===== src/rtl/downstream_vc_receiver_if.sv =====
// Shared types and link/switch-side bundle for the downstream VC receiver.
//
// downstream_vc_receiver_pkg
//   VC_NUM, VC_W, PAYLOAD_W : network-wide sizing
//   flit_label_t            : HEAD / BODY / TAIL / HEADTAIL
//   flit_t                  : {flit_label, vc_id, payload}
//   vc_state_t              : per-VC packet state (IDLE / ACTIVE / DRAIN)
//
// downstream_vc_receiver_if ports
//   data_i, valid_flit_i         : flit from the upstream router
//   on_off_o, is_allocatable_o   : per-VC flow control back to upstream
//   rd_en_i, rd_vc_i             : pop request from the local switch stage
//   flit_o, flit_valid_o         : popped flit, one cycle after the pop
//   vc_empty_o                   : per-VC FIFO-empty flags
//
// Flow control: there is no per-flit ready. A flit presented with
// valid_flit_i=1 is consumed that cycle unconditionally. Upstream must stop
// sending on VC v while on_off_o[v]=0; the reserved slots absorb flits that
// were already in flight when on_off_o dropped. The read side is likewise
// fire-and-forget: rd_en_i pops if the VC holds a flit, and flit_valid_o
// marks the flit that pop produced.
// The master modport is the side that drives flits and pops (upstream
// router plus switch stage); the slave modport is the receiver.

package downstream_vc_receiver_pkg;
   localparam int VC_NUM    = 2;
   localparam int VC_W      = (VC_NUM > 1) ? $clog2(VC_NUM) : 1;
   localparam int PAYLOAD_W = 16;

   typedef enum logic [1:0] {
      HEAD     = 2'd0,
      BODY     = 2'd1,
      TAIL     = 2'd2,
      HEADTAIL = 2'd3
   } flit_label_t;

   typedef struct packed {
      flit_label_t          flit_label;
      logic [VC_W-1:0]      vc_id;
      logic [PAYLOAD_W-1:0] payload;
   } flit_t;

   typedef enum logic [1:0] {
      VC_IDLE   = 2'd0,
      VC_ACTIVE = 2'd1,
      VC_DRAIN  = 2'd2
   } vc_state_t;
endpackage

interface downstream_vc_receiver_if;
   import downstream_vc_receiver_pkg::*;

   flit_t             data_i;
   logic              valid_flit_i;
   logic [VC_NUM-1:0] on_off_o;
   logic [VC_NUM-1:0] is_allocatable_o;
   logic              rd_en_i;
   logic [VC_W-1:0]   rd_vc_i;
   flit_t             flit_o;
   logic              flit_valid_o;
   logic [VC_NUM-1:0] vc_empty_o;

   modport master (
      output data_i, valid_flit_i, rd_en_i, rd_vc_i,
      input  on_off_o, is_allocatable_o, flit_o, flit_valid_o, vc_empty_o
   );

   modport slave (
      input  data_i, valid_flit_i, rd_en_i, rd_vc_i,
      output on_off_o, is_allocatable_o, flit_o, flit_valid_o, vc_empty_o
   );
endinterface


===== src/rtl/downstream_vc_receiver.sv =====
// Downstream end of a router-to-router link. Incoming flits are stored in a
// per-VC circular FIFO chosen by vc_id; a per-VC packet FSM polices flit
// labels; on/off flow control and VC allocatability go back upstream; the
// local switch stage pops flits through a VC-indexed read port.
//
// Ports
//   clk, rst        : clock, synchronous active-high reset
//   link            : downstream_vc_receiver_if.slave (flit in, flow control
//                     out, pop in, popped flit out, per-VC empty flags)
//   overflow_err_o  : sticky, a flit arrived at a full VC and was dropped
//   proto_err_o     : sticky, a flit label was illegal for its VC state
//   vc_state_o      : per-VC FSM state, for observation

module downstream_vc_receiver
   import downstream_vc_receiver_pkg::*;
#(
   parameter int BUFFER_SIZE = 8,
   parameter int OFF_MARGIN  = 2
) (
   input  logic                    clk,
   input  logic                    rst,
   downstream_vc_receiver_if.slave link,
   output logic                    overflow_err_o,
   output logic                    proto_err_o,
   output vc_state_t [VC_NUM-1:0]  vc_state_o
);

   localparam int PTR_W = $clog2(BUFFER_SIZE);
   localparam int OCC_W = $clog2(BUFFER_SIZE + 1);

   flit_t            mem      [VC_NUM][BUFFER_SIZE];
   logic [PTR_W-1:0] wr_ptr   [VC_NUM];
   logic [PTR_W-1:0] rd_ptr   [VC_NUM];
   logic [OCC_W-1:0] occ      [VC_NUM];
   logic [OCC_W-1:0] occ_next [VC_NUM];
   vc_state_t        state      [VC_NUM];
   vc_state_t        state_next [VC_NUM];

   logic [VC_NUM-1:0] wr_req, legal, wr_en, rd_hit;
   logic [VC_NUM-1:0] full_drop, proto_drop;
   logic [VC_NUM-1:0] on_off_q, on_off_next;

   // Wrap explicitly so non-power-of-two depths work.
   function automatic logic [PTR_W-1:0] ptr_inc(input logic [PTR_W-1:0] p);
      return (p == PTR_W'(BUFFER_SIZE - 1)) ? '0 : p + 1'b1;
   endfunction

   always_comb begin
      for (int v = 0; v < VC_NUM; v++) begin
         // Pops only see flits stored before this cycle: no write bypass.
         rd_hit[v] = link.rd_en_i && (link.rd_vc_i == VC_W'(v)) && (occ[v] != '0);
         wr_req[v] = link.valid_flit_i && (link.data_i.vc_id == VC_W'(v));

         case (state[v])
            VC_IDLE:   legal[v] = (link.data_i.flit_label == HEAD) ||
                                  (link.data_i.flit_label == HEADTAIL);
            VC_ACTIVE: legal[v] = (link.data_i.flit_label == BODY) ||
                                  (link.data_i.flit_label == TAIL);
            default:   legal[v] = 1'b0;
         endcase

         // A pop in the same cycle frees the slot, so a full VC still accepts.
         full_drop[v]  = wr_req[v] && (occ[v] == OCC_W'(BUFFER_SIZE)) && !rd_hit[v];
         proto_drop[v] = wr_req[v] && !legal[v];
         wr_en[v]      = wr_req[v] && !full_drop[v] && !proto_drop[v];

         occ_next[v]    = occ[v] + OCC_W'(wr_en[v]) - OCC_W'(rd_hit[v]);
         on_off_next[v] = !((BUFFER_SIZE - int'(occ_next[v])) <= OFF_MARGIN);

         // Writes are only legal in IDLE/ACTIVE and tail pops only happen in
         // DRAIN, so the two transition sources never collide.
         state_next[v] = state[v];
         if (wr_en[v]) begin
            case (state[v])
               VC_IDLE:   state_next[v] = (link.data_i.flit_label == HEAD) ? VC_ACTIVE : VC_DRAIN;
               VC_ACTIVE: state_next[v] = (link.data_i.flit_label == TAIL) ? VC_DRAIN : VC_ACTIVE;
               default:   state_next[v] = state[v];
            endcase
         end else if (rd_hit[v] && (state[v] == VC_DRAIN) &&
                      ((mem[v][rd_ptr[v]].flit_label == TAIL) ||
                       (mem[v][rd_ptr[v]].flit_label == HEADTAIL))) begin
            state_next[v] = VC_IDLE;
         end
      end
   end

   always_ff @(posedge clk) begin
      for (int v = 0; v < VC_NUM; v++) begin
         if (rst) state[v] <= VC_IDLE;
         else     state[v] <= state_next[v];
      end
   end

   // Storage is not reset; pointers and occupancy define what is valid.
   always_ff @(posedge clk) begin
      for (int v = 0; v < VC_NUM; v++) begin
         if (wr_en[v]) mem[v][wr_ptr[v]] <= link.data_i;
      end
   end

   always_ff @(posedge clk) begin
      if (rst) begin
         for (int v = 0; v < VC_NUM; v++) begin
            wr_ptr[v] <= '0;
            rd_ptr[v] <= '0;
            occ[v]    <= '0;
         end
         on_off_q       <= '1;
         link.flit_o    <= '0;
         link.flit_valid_o <= 1'b0;
         overflow_err_o <= 1'b0;
         proto_err_o    <= 1'b0;
      end else begin
         for (int v = 0; v < VC_NUM; v++) begin
            if (wr_en[v])  wr_ptr[v] <= ptr_inc(wr_ptr[v]);
            if (rd_hit[v]) rd_ptr[v] <= ptr_inc(rd_ptr[v]);
            occ[v] <= occ_next[v];
         end
         on_off_q          <= on_off_next;
         link.flit_valid_o <= |rd_hit;
         if (|rd_hit) link.flit_o <= mem[link.rd_vc_i][rd_ptr[link.rd_vc_i]];
         if (|full_drop)  overflow_err_o <= 1'b1;
         if (|proto_drop) proto_err_o    <= 1'b1;
      end
   end

   always_comb begin
      link.on_off_o = on_off_q;
      for (int v = 0; v < VC_NUM; v++) begin
         link.is_allocatable_o[v] = (state[v] == VC_IDLE);
         link.vc_empty_o[v]       = (occ[v] == '0);
         vc_state_o[v]            = state[v];
      end
   end

endmodule


===== src/flat_wrapper.sv =====
// flat-port wrapper written by rule: the top's interface ports become plain ports
module downstream_vc_receiver_flat import downstream_vc_receiver_pkg::*;
#(
   parameter int BUFFER_SIZE = 8,
   parameter int OFF_MARGIN  = 2
)
  (clk, rst, overflow_err_o, proto_err_o, vc_state_o, link_data_i, link_valid_flit_i, link_rd_en_i, link_rd_vc_i, link_on_off_o, link_is_allocatable_o, link_flit_o, link_flit_valid_o, link_vc_empty_o);
  downstream_vc_receiver_if link_i ();
  input  logic clk;
  input  logic rst;
  output logic overflow_err_o;
  output logic proto_err_o;
  output vc_state_t [VC_NUM-1:0] vc_state_o;
  input wire logic [$bits(link_i.data_i)-1:0] link_data_i;
  input wire logic [$bits(link_i.valid_flit_i)-1:0] link_valid_flit_i;
  input wire logic [$bits(link_i.rd_en_i)-1:0] link_rd_en_i;
  input wire logic [$bits(link_i.rd_vc_i)-1:0] link_rd_vc_i;
  output wire logic [$bits(link_i.on_off_o)-1:0] link_on_off_o;
  output wire logic [$bits(link_i.is_allocatable_o)-1:0] link_is_allocatable_o;
  output wire logic [$bits(link_i.flit_o)-1:0] link_flit_o;
  output wire logic [$bits(link_i.flit_valid_o)-1:0] link_flit_valid_o;
  output wire logic [$bits(link_i.vc_empty_o)-1:0] link_vc_empty_o;
  assign link_i.data_i = link_data_i;
  assign link_i.valid_flit_i = link_valid_flit_i;
  assign link_i.rd_en_i = link_rd_en_i;
  assign link_i.rd_vc_i = link_rd_vc_i;
  assign link_on_off_o = link_i.on_off_o;
  assign link_is_allocatable_o = link_i.is_allocatable_o;
  assign link_flit_o = link_i.flit_o;
  assign link_flit_valid_o = link_i.flit_valid_o;
  assign link_vc_empty_o = link_i.vc_empty_o;
  downstream_vc_receiver #(.BUFFER_SIZE(BUFFER_SIZE), .OFF_MARGIN(OFF_MARGIN)) u_core (.clk(clk), .rst(rst), .link(link_i), .overflow_err_o(overflow_err_o), .proto_err_o(proto_err_o), .vc_state_o(vc_state_o));
endmodule

===== config.mk =====
export PLATFORM = sky130hd
export DESIGN_NAME = downstream_vc_receiver_flat
export DESIGN_NICKNAME = d
export VERILOG_FILES = /design/src/rtl/downstream_vc_receiver_if.sv /design/src/rtl/downstream_vc_receiver.sv /design/src/flat_wrapper.sv
export SDC_FILE = /design/constraint.sdc
export NUM_CORES = 1
export LEC_CHECK = 0
export BUFFER_PORTS_ARGS = -buffer_cell sky130_fd_sc_hd__buf_2
export CAP_MARGIN = 10
export CELL_PAD_IN_SITES_DETAIL_PLACEMENT = 1
export CELL_PAD_IN_SITES_GLOBAL_PLACEMENT = 2
export CORE_MARGIN = 2
export CORE_UTILIZATION = 42
export CTS_CLUSTER_SIZE = 25
export DETAILED_ROUTE_END_ITERATION = 16
export GPL_TIMING_DRIVEN = 0
export PLACE_DENSITY_LB_ADDON = 0.3
export SLEW_MARGIN = 30
export SYNTH_ARGS = -nofsm -noshare
export SYNTH_HDL_FRONTEND = slang
export SYNTH_SLANG_ARGS = --single-unit

===== constraint.sdc =====
create_clock -name clk -period 3.73 [get_ports clk]
set_input_delay 0.746 -clock clk [delete_from_list [all_inputs] [get_ports clk]]
set_output_delay 0.746 -clock clk [all_outputs]
set_load 0.005 [all_outputs]

Word-level counts from Yosys, hierarchy flattened
Memories as Yosys holds them, arrays and structs flattened.
Cells that the tools add are included.
{ "totals": {"ff_bits": 24, "ramBits": 328, "output_inout_bits": 32, "elab_cells": 165, "n_memories": 5} }
{ "mem_list": {"columns": ["name", "depth", "width", "read_ports", "rd_clocked_by_memory_dff", "write_ports", "line", "rtl"], "rows": [
  ["u_core.mem", 2, 152, 3, 0, 1, "downstream_vc_receiver.sv:31", "flit_t mem [VC_NUM][BUFFER_SIZE];"],
  ["u_core.occ", 2, 4, 2, 0, 2, "downstream_vc_receiver.sv:34", "logic [OCC_W-1:0] occ [VC_NUM];"],
  ["u_core.rd_ptr", 2, 3, 3, 0, 2, "downstream_vc_receiver.sv:33", "logic [PTR_W-1:0] rd_ptr [VC_NUM];"],
  ["u_core.wr_ptr", 2, 3, 2, 0, 2, "downstream_vc_receiver.sv:32", "logic [PTR_W-1:0] wr_ptr [VC_NUM];"],
  ["u_core.state", 2, 2, 2, 0, 2, "downstream_vc_receiver.sv:36", "vc_state_t state [VC_NUM];"]
]} }
{ "classes": {"addsub": 10, "magnitude_cmp": 9, "n_eq_ne": 17, "n_mux": 55, "n_bitwise": 15, "n_reduce_logical": 47} }
{ "op_table": {"columns": ["op", "n"], "rows": [
  ["152-bit 2-to-1 mux", 4],
  ["19-bit binary-select mux with 3-bit select", 3],
  ["19-bit 2-to-1 mux", 8],
  ["152-bit OR reduction", 1],
  ["19-bit demux with 3-bit select", 2],
  ["32-bit by 3-bit less-or-equal comparator with 1-bit output, second input constant", 2],
  ["3-bit 2-to-1 mux", 8],
  ["1-bit logical AND", 22],
  ["4-bit greater-or-equal comparator, second input constant", 5],
  ["3-bit NOT with 4-bit output", 5],
  ["2-bit == test, second input constant", 8],
  ["1-bit 2-to-1 mux", 16],
  ["2-bit 2-to-1 mux", 8],
  ["3-bit by 1-bit adder with 3-bit output, second input constant", 4],
  ["3-bit == test, second input constant", 4],
  ["1-bit zero test", 10],
  ["4-bit by 4-bit subtractor with 5-bit output, first input constant", 2],
  ["4-bit by 1-bit adder with 4-bit output", 2],
  ["4-bit == test, second input constant", 2],
  ["4-bit zero test", 2],
  ["4-bit by 1-bit < comparator with 1-bit output, second input constant", 2],
  ["4-bit 2-to-1 mux", 2],
  ["1-bit OR", 8],
  ["2-bit case mux with 2 select lines", 2],
  ["other kinds (8)", 21]
]} }

Depth between registers and ports, before layout
Gate-level depths: netlist of run 1.
{ "logic_depth": {"word_depth": 13, "depth_mapped": 15, "depth_no_buf": 15} }

Worst setup path before layout of run 1
OpenSTA, ideal clock, no wires.
{ "synth_path": {"path_type": "input port to flip-flop", "startpoint": "input link_data_i[17]", "endpoint": "memory u_core.mem[0][133] (netlist name), enable pin", "arrival_ps": 3118, "path_slack_ps": 194, "cell_stages": 7, "path_buffers": 2, "path_cell_list": "buf_2 -> xor3_1 -> nor2_1 -> and4b_4 -> buf_6 -> nand2b_1 -> nor3_1"} }
{ "synth_via": {"elab_chain_cells": 11, "word_cells_on_any_way": 23, "classes_between": "eq/ne: 3; mux: 8; reduce/logical: 12"} }
{ "synth_rtl": {"columns": ["element", "line", "rtl"], "rows": [
  ["start: declaration", "flat_wrapper.sv:14", "input wire logic [$bits(link_i.data_i)-1:0] link_data_i;"],
  ["2-bit by 1-bit == test with 1-bit output, or another cell as far along", "downstream_vc_receiver.sv:57", "VC_ACTIVE: legal[v] = (link.data_i.flit_label == BODY) ||"],
  ["1-bit logical OR (on tied branches)", "downstream_vc_receiver.sv:57, downstream_vc_receiver.sv:55", null],
  ["1-bit case mux with 2 select lines", "downstream_vc_receiver.sv:54", "case (state[v])"],
  ["1-bit zero test", "downstream_vc_receiver.sv:64", "proto_drop[v] = wr_req[v] && !legal[v];"],
  ["1-bit logical AND", "downstream_vc_receiver.sv:64", null],
  ["1-bit zero test", "downstream_vc_receiver.sv:65", "wr_en[v] = wr_req[v] && !full_drop[v] && !proto_drop[v];"],
  ["1-bit logical AND", "downstream_vc_receiver.sv:65", null],
  ["1-bit 2-to-1 mux", "downstream_vc_receiver.sv:97", "if (wr_en[v]) mem[v][wr_ptr[v]] <= link.data_i;"],
  ["152-bit 2-to-1 mux (not written as such)", "downstream_vc_receiver.sv:97", null],
  ["152-bit OR reduction (no line)", null, null],
  ["1-bit 2-to-1 mux (no line) or 152-bit 2-to-1 mux (tied branches)", null, null],
  ["end: declaration", "downstream_vc_receiver.sv:31", null]
]} }
Parallel ways exist; a longest one is shown, timed or not.

==> results of run 1 <==
==> layout by cell type (no fill, tap or decap), types with 7 or more instances in the layout <==
master,n
o21ai_1,11
buf_4,22
ha_1,24
a21oi_1,9
mux2i_1,151
buf_6,7
nand2b_1,7
mux4_2,37
clkbuf_1,15
dfxtp_1,36
buf_2,66
o21ai_0,14
nor3_1,7
nor2_1,24
clkinv_2,8
nor2_4,12
nand2_1,15
inv_1,21
buf_8,7
mux2_2,7
clkinv_1,9
edfxtp_1,316
a2bb2oi_1,17
clkbuf_16,39
==> power breakdown <==
part	internal (mW)	switching, mW
clock	2.04	1.49
combinational	0.866	1.07
sequential	4.48	0.0964
==> metrics by stage <==
stage               TNS [ps]  cells  worst slack, ps
floorplan                  0    821            193.5
global placement     -350950   1330            -2281
detailed placement    -355.2   1355           -313.6
CTS                        0   1422            211.0
global route               0   1422            92.06
finish                     0   1422            303.0
==> logic make-up after synthesis <==
kind of cell / Yosys count
compound gates: 77
mux: 195
xor+xnor: 8
flops: 352
simple gates: 102
buf+inv: 61
fa+ha+maj: 26
==> path summary, 6_finish.rpt <==
check / from / end
worst max-delay path: link_data_i[17] / u_core.link.on_off_o[1]
worst min-delay path: u_core.proto_err_o / u_core.proto_err_o
worst max register to register: u_core.occ[0][6] / u_core.link.on_off_o[1]
worst min register to register: u_core.proto_err_o / u_core.proto_err_o
==> tightest hold or removal path, cell delays in order (launching register included) <==
cell and delay, ps:
dfxtp_1 320, a21oi_1 40, nor2_1 70
==> synth_stat cells (all sizes together), types with 3 or more instances <==
library cell | instances | area share
edfxtp | 316 | 0.65
mux2i | 151 | 0.10
mux4 | 37 | 0.057
nor2 | 37 | 0.0098
dfxtp | 36 | 0.050
buf | 30 | 0.015
o21ai | 25 | 0.0086
ha | 24 | 0.021
inv | 21 | 0.0054
a2bb2oi | 17 | 0.010
nand2 | 15 | 0.0039
nor3 | 11 | 0.0038
a21oi | 10 | 0.0042
clkbuf | 9 | 0.0026
nand2b | 8 | 0.0040
mux2 | 7 | 0.0054
nor3b | 6 | 0.0038
o211ai | 6 | 0.0031
and3 | 4 | 0.0017
nor2b | 4 | 0.0019
xnor2 | 4 | 0.0024
a32o | 3 | 0.0021
or2 | 3 | 0.0015
==> cell type report <==
cell class | instances | area share
flip-flops and latches | 352 | 0.6025
multi-input cells | 408 | 0.2400
clock buffers | 49 | 0.06158
repair buffers | 79 | 0.03618
well taps | 455 | 0.03359
plain buffers | 39 | 0.01491
clock inverters | 18 | 0.006423
inverters | 22 | 0.004873
==> repair_timing <==
item | in CTS | in global routing
endpoints found under the hold margin | 0 | 0
endpoints found under the setup margin | 0 | 1
gates resized for setup | 0 | 1
==> sequential cells by signal, summed over array words and instances (netlist names) <==
signal                    cells
u_core.rd_ptr                 6
u_core.link.flit_valid_o      1
u_core.mem                  304
u_core.state                  4
u_core.occ                    8
u_core.link.flit_o           19
u_core.proto_err_o            1
u_core.wr_ptr                 6
u_core.overflow_err_o         1
u_core.link.on_off_o          2
==> per-layer routing <==
metal / track usage / up-vias
li1: - / 3472
met1: 0.2707 / 4037
met2: 0.3325 / 149
met3: 0.02841 / 52
met4: 0.05516 / 0
met5: 0 / -
==> results.ini, run 1 <==
[run_status]
status = finished clean

[global_route]
groute.usage.overall = 0.1979
grt-ovfl-total = 0
first_global_vias = 8225
grt_first_pass_wirelength_um = 52050
grt_max_degree = 22
antenna_found_initial = 0

[timing]
hold_viol = 0
rsz0062_at_grt = false
holdWs_ps = 467.0
period_share = 0.9188
slew_headroom = 0.3431
final.min_clock_period_ps = 3427
slew_violations = 0
setup_viol = 0
fin_skew_ps = 10.84
max_clock_freq_ghz = 0.2918
tightest_slew_ps = 985.4

[floorplanning]
start_util = 0.4229
core_area_um2 = 34290
die_x_um = 189.8
dieArea_um2 = 36030
ios = 56
rows = 68
die_h_um = 189.8

[clock_tree]
cts.htree.levels = 2
cts_buffers = 37
insertion_delay_ps = 520
clockBufferDepth = 3
clockRootBuffer = clkbuf_16
tritoncts = yes
cts.sinks = 352
post_cts_buffers = 0
hold_buffers = 0
path_clk_slew_ps = 60

[worst_hold_path]
hold_class = reg2reg
hold_depth = 2

[logic_synthesis]
syn-num-nets = 871
synthAdderAreaFrac = 0.02347
ys.flop_type = edfxtp_1
synth_edf_count = 316
synth_top_family_by_area = multiplexers
yosysWarningCount = 0
ys_types = 60
synth_cells = 821
syn_area_um2 = 14500
synthMuxAreaShare = 0.1671
ys_seq_elements = 352
yosysSeqAreaShare = 0.7041
synth_area_per_cell_um2 = 17.66
async_flop_share = 0
synth_compound_area_frac = 0.03753
synthSimpleGateAreaFrac = 0.03779
synthXorXnorAreaFrac = 0.006903

[power_and_ir_drop]
power_density_nw_per_um2 = 592.7
p_leak_nw = 5.942
ir_drop_v = 0.0002920
totalPowerFinal_mw = 10.04

[finish]
n_fill_cell = 3248
drive_above_1_share = 0.2399
multi_input_comb_area_um2 = 4066
num_antenna_cells = 0
area_growth_pct = 16.86
postLayoutCoreUtil = 0.4942
nets = 989
regArea_um2 = 10210
design_area_um2 = 16950

[place]
hpwl_um = 23670
port_buffers = 54
routabilityCongestion = 0.7549
placed_cell_area_um2 = 15790

[route]
top_layer_used = met4
wl_met1_um = 15890
wire_per_inst_um = 24.54
totalWireLength_um = 34900
firstDrtPassIters = 4
ant_nets = 0
route.met2.wl_um = 17170
viasPerCell = 5.422
drt-initial-drc-count = 451
drc = 0
wl_met3_um = 1067
routed-via-count = 7710

[worst_setup_path]
path_buf_inv = 4
end_kind = register
rr_worst_depth = 14
start_kind = input pin
crit_top_cell = ha_1
path_max_fanout = 17
ff2ff_setup_slack_ps = 380
cp.depth = 14
cpPeakStageDelay_ps = 470
worstPathCellList = clkbuf_4 > buf_2 > xor3_1 > nor2_1 > and4_1 > buf_4 > ha_1 > fa_1 > inv_1 > ha_1 > nor2b_1 > or3_1 > mux2i_1 > o21ai_0
crit_type = in2reg
worstPathArrival_ps = 3820
crit_path_top_delay_cell = fa_1
critPathRequiredTime_ps = 4120
cp_top_family = adder cells

[flow_run]
drv_cap = 0

(Power assumes the default switching activity.)
==> run 2: changes to the inputs <==
Settings changed: CORE_UTILIZATION 42 to 44, CTS_BUF_LIST set to sky130_fd_sc_hd__clkbuf_8.
==> results.ini, run 2 (same netlist as run 1, synthesis figures left out) <==
[place]
dpl_worst_slack_ps = -306.1  ; +7.497 ps
hpwl_um = 23810  ; +0.59%
routabilityCongestion = 0.7192  ; -4.7%
placed_cell_area_um2 = 15790  ; about the same
port_buffers = 54  ; unchanged
dpl.cell_count = 1342  ; -0.96%

[worst_setup_path]
crit_type = in2reg
end_kind = register
worstPathArrival_ps = 3890  ; +70 ps
start_kind = input pin
timing.rr.start = u_core.occ[0][6]
rr_worst_depth = 14  ; unchanged
ff2ff_setup_slack_ps = 340  ; -40 ps
critPathRequiredTime_ps = 4190  ; +70 ps
r2r-end = u_core.link.on_off_o[1]
path_max_fanout = 17  ; unchanged

[finish]
design_area_um2 = 16930  ; -0.12%
instances_no_fill = 1448  ; +1.8%
layout_common_cells = edfxtp_1, mux2i_1, clkbuf_8
area_growth_pct = 16.72
nets = 1009  ; +2.0%
largest_register_ffs = 304  ; unchanged
postLayoutCoreUtil = 0.5202  ; +0.02599
multi_input_comb_area_um2 = 4066  ; unchanged
num_antenna_cells = 0  ; unchanged
final_common_cell = edfxtp_1
drive_above_1_share = 0.2515  ; +0.01157
n_fill_cell = 3106  ; -4.4%
regArea_um2 = 10210  ; unchanged

[global_route]
first_global_vias = 8160  ; -0.79%
antenna_found_initial = 0  ; unchanged
grt-ovfl-total = 0  ; unchanged
groute.usage.overall = 0.2118  ; +0.01387
grt_first_pass_wirelength_um = 52240  ; +0.36%
grt_max_degree = 22  ; unchanged

[timing]
tightest_slew_ps = 854.8  ; -130.6 ps
final.min_clock_period_ps = 3433  ; +5.733 ps
slew_headroom = 0.4301  ; +0.08705
rsz0062_at_grt = false
fin_skew_ps = 27.88  ; +17.04 ps
period_share = 0.9203  ; +0.001537
hold_viol = 0  ; unchanged
finalWorstSetupSlack_ps = 297.2  ; -5.733 ps
tns_ps = 0  ; unchanged
slew_violations = 0  ; unchanged
setup_viol = 0  ; unchanged
max_clock_freq_ghz = 0.2913  ; -0.17%

[floorplanning]
die_x_um = 185.5  ; -2.3%
rows = 66  ; -2.9%
ios = 56  ; unchanged
die_h_um = 185.5  ; -2.3%
dieArea_um2 = 34430  ; -4.5%
core_area_um2 = 32540  ; -5.1%
start_util = 0.4457  ; +0.02277

[flow_run]
drv_cap = 0  ; unchanged

[worst_hold_path]
hold_class = reg2reg
holdPathEnd = u_core.overflow_err_o
hold_depth = 2  ; unchanged
holdCritStartpoint = u_core.overflow_err_o

[clock_tree]
ctsResizeCount = 0  ; unchanged
clockRootBuffer = clkbuf_8
cts.sinks = 352  ; unchanged
cts.htree.levels = 2  ; unchanged
post_cts_buffers = 0  ; unchanged
tritoncts = yes
path_clk_slew_ps = 60  ; about the same
insertion_delay_ps = 600  ; +80 ps
hold_buffers = 0  ; unchanged
cts_buffers = 57  ; +54%
clockBufferDepth = 3  ; unchanged

[route]
totalWireLength_um = 35300  ; +1.2%
drc = 0  ; unchanged
drt-initial-drc-count = 605  ; +34%
ant_nets = 0  ; unchanged
routed-via-count = 7796  ; +1.1%
viasPerCell = 5.384  ; -0.70%
firstDrtPassIters = 5  ; +1
wire_per_inst_um = 24.38  ; -0.65%

[power_and_ir_drop]
p_leak_nw = 6.060  ; +2.0%
ir_drop_v = 0.0003301  ; +13%
power_density_nw_per_um2 = 578.8  ; -2.3%

[run_status]
status = finished clean

## run 2: cell types whose count changed in the layout (fill, tap and decap cells not counted), sizes merged
| cell | delta |
|---|---|
| inv | +28 |
| clkbuf | +18 |
| clkinv | -9 |
| buf | +1 |
| bufinv | +1 |
## run 2: final cells by class
class,count,share of cell area
multi-input combinational,408,0.2402
inverter,22,0.004879
sequential,352,0.6032
clock inverter,38,0.01198
clock buffer,68,0.05529
timing repair buffer,79,0.03681
buffer,39,0.01493
tap,442,0.03267
## run 2: worst max path at each step
stage / startpoint / endpoint / slack (ps) / depth (start not counted)
5_1_grt: u_core.occ[0][6] / u_core.link.on_off_o[1] / 80 / 14
3_3_place_gp: link_data_i[17] / u_core.mem[0][60] / -2330 / 8
2_1_floorplan: link_data_i[17] / u_core.mem[0][133] / 190 / 7
3_5_place_dp: link_data_i[17] / u_core.link.on_off_o[1] / -310 / 14
4_1_cts: link_data_i[17] / u_core.link.on_off_o[1] / 300 / 14
6_report: link_data_i[17] / u_core.link.on_off_o[1] / 300 / 14
## run 2: critical path, stage by stage
cell     delay (ps)
buf_2           290
buf_2           280
xor3_1          320
nor2_1          150
and4_1          210
buf_4           170
ha_1            200
fa_1            480
inv_1           110
ha_1            240
nor2b_1         150
or3_1           330
mux2i_1         130
o21ai_0          80
## run 2: stage by stage
step | power [mW] | hold WS, ps
after floorplan | 5.980 | 460.4
after global placement | 6.547 | 448.4
after detailed placement | 6.628 | 453.5
after CTS | 9.893 | 443.7
after global routing | 10.24 | 470.3
final | 9.798 | 463.8
## run 2: power by group
part / leakage (nW) / switching [mW] / internal (mW)
Sequential: 3.16 / 0.0993 / 4.48
Clock: 0.687 / 1.49 / 1.78
Combinational: 2.21 / 1.07 / 0.869
Total: 6.06 / 2.66 / 7.13
## run 2: routing by layer
metal	vias to the layer above	GRT usage	share of wire
li1	3515	-	-
met1	4025	0.2935	0.45
met2	197	0.3490	0.48
met3	59	0.03346	0.049
met4	0	0.05890	0.022
met5	-	0	0
==> run 3: changes to the inputs <==
Settings changed: GPL_TIMING_DRIVEN 0 to not set.
==> results.ini, run 3 (same netlist as run 1, synthesis figures left out) <==
[run_status]
status = finished clean

[worst_setup_path]
worstPathCellList = inv_1 > ha_1 > nor3b_2 > nor2_1 > ha_1 > inv_1 > ha_1 > fa_1 > inv_1 > ha_1 > nor2b_1 > or3_1 > mux2i_1 > o21ai_0
crit_path_top_delay_cell = fa_1
crit_type = reg2reg
ff2ff_setup_slack_ps = 390  ; +50 ps
cpPeakStageDelay_ps = 570  ; +90 ps
crit_top_cell = ha_1
end_kind = register
worstPathArrival_ps = 3780  ; -110 ps
start_kind = register
path_max_fanout = 4  ; -13
rr_worst_depth = 14  ; unchanged
critPathRequiredTime_ps = 4170  ; -20 ps

[clock_tree]
cts_buffers = 56  ; -1.8%
insertion_delay_ps = 590  ; about the same
clockRootBuffer = clkbuf_8
path_clk_slew_ps = 60  ; about the same
tritoncts = yes
cts.sinks = 352  ; unchanged
post_cts_buffers = 0  ; unchanged
ctsResizeCount = 0  ; unchanged
cts.htree.levels = 2  ; unchanged
clockBufferDepth = 3  ; unchanged
hold_buffers = 0  ; unchanged

[flow_run]
drv_cap = 0  ; unchanged

[place]
routabilityCongestion = 0.7933  ; +10%
hpwl_um = 21060  ; -12%
port_buffers = 55  ; +1.9%
dpl_worst_slack_ps = 215.9  ; +522.0 ps
placed_cell_area_um2 = 15530  ; -1.6%

[power_and_ir_drop]
swShare = 0.2726  ; +0.0006554
p_comb_frac = 0.190  ; -0.008
p_leak_nw = 5.945  ; -1.9%
power.net_switching_mw = 2.661  ; -0.14%
p_seq_frac = 0.472  ; +0.005
p_int_mw = 7.100  ; -0.46%
ir_drop_v = 0.0002599  ; -21%
power_density_nw_per_um2 = 585.3  ; +1.1%
clockPowerShare = 0.338  ; +0.004

[timing]
fin_skew_ps = 21.24  ; -6.641 ps
setup_viol = 0  ; unchanged
rsz0062_at_grt = false
hold_viol = 0  ; unchanged
period_share = 0.8947  ; -0.02560
tightest_slew_ps = 914.4  ; +59.61 ps
slew_violations = 0  ; unchanged
slew_headroom = 0.3904  ; -0.03974
max_clock_freq_ghz = 0.2996  ; +2.9%
tns_ps = 0  ; unchanged
finalWorstSetupSlack_ps = 392.7  ; +95.48 ps
final.min_clock_period_ps = 3337  ; -95.48 ps

[finish]
drive_above_1_share = 0.2561  ; +0.004582
nets = 990  ; -1.9%
design_area_um2 = 16680  ; -1.5%
area_growth_pct = 15.00
largest_register_ffs = 304  ; unchanged
final_common_cell = edfxtp_1
num_antenna_cells = 0  ; unchanged
layout_common_cells = edfxtp_1, mux2i_1, clkbuf_8

[global_route]
top_usage_layer = met2
met3_usage = 0.03972  ; +0.006261
grt_first_pass_wirelength_um = 52470  ; +0.45%
antenna_found_initial = 0  ; unchanged
grtUsageMet2 = 0.3609  ; +0.01194
grt_max_degree = 61  ; +180%
groute.usage.overall = 0.2086  ; -0.003183
first_global_vias = 8668  ; +6.2%
grt.met1_usage = 0.2659  ; -0.02762
grt-ovfl-total = 0  ; unchanged

[floorplanning]
start_util = 0.4457  ; unchanged
rows = 66  ; unchanged
die_x_um = 185.5  ; unchanged
die_h_um = 185.5  ; unchanged
ios = 56  ; unchanged
core_area_um2 = 32540  ; unchanged
dieArea_um2 = 34430  ; unchanged

[route]
drt-initial-drc-count = 430  ; -29%
wire_per_inst_um = 24.21  ; -0.72%
viasPerCell = 5.397  ; +0.25%
ant_nets = 0  ; unchanged
routed-via-count = 7718  ; -1.0%
drc = 0  ; unchanged
totalWireLength_um = 34610  ; -2.0%
firstDrtPassIters = 4  ; -1

[worst_hold_path]
hold_depth = 2  ; unchanged
hold_class = reg2reg

[run 3: critical path: cells and delay by family, from the launching register on]
kind / cells / cell delay [ps]
mux: 1 / 130
flops: 1 / 300
fa+ha+maj: 5 / 1560
compound gates: 1 / 100
buf+inv: 3 / 220
simple gates: 4 / 890
[run 3: cell type report]
cell class                 count  area [um2]
sequential                   352       10210
tap                          442       553.0
inverter                      22       82.58
clock inverter                39       226.5
timing repair buffer         100       675.6
clock buffer                  67       922.1
multi-input combinational    408        4006
fill                        3098       15860
[run 3: stage by stage]
step	cells	total power [mW]	utilization	hold WS (ps)
floorplan	821	5.980	-	460.4
global placement	1324	6.468	0.4772	454.2
global route	1430	10.25	0.5125	457.9
CTS	1430	9.878	0.5125	442.4
finish	1430	9.761	0.5125	476.7
detailed placement	1324	6.561	0.4772	465.1
[run 3: power by group through the flow]
| stage | sequential [mW] | combinational, mW | clock (mW) |
|---|---|---|---|
| floorplan | 4.64 | 1.34 | 0 |
| global placement | 4.68 | 1.79 | 0 |
| detailed placement | 4.69 | 1.87 | 0 |
| CTS | 4.61 | 1.88 | 3.39 |
| global route | 4.63 | 2.05 | 3.57 |
| finish | 4.61 | 1.85 | 3.30 |
[run 3: per-layer routing]
metal,wire (um),vias to the layer above,part of all wire
li1,-,3483,-
met1,14480,3986,0.42
met2,17220,182,0.50
met3,2024,67,0.058
met4,889,0,0.026
met5,0,-,0
[run 3: path summary, 6_finish.rpt]
check                        startpoint                      end
setup / recovery       u_core.occ[0][6]  u_core.link.on_off_o[1]
hold reg to reg   u_core.link.flit_o[6]    u_core.link.flit_o[6]
setup reg to reg       u_core.occ[0][6]  u_core.link.on_off_o[1]
hold / removal    u_core.link.flit_o[6]    u_core.link.flit_o[6]
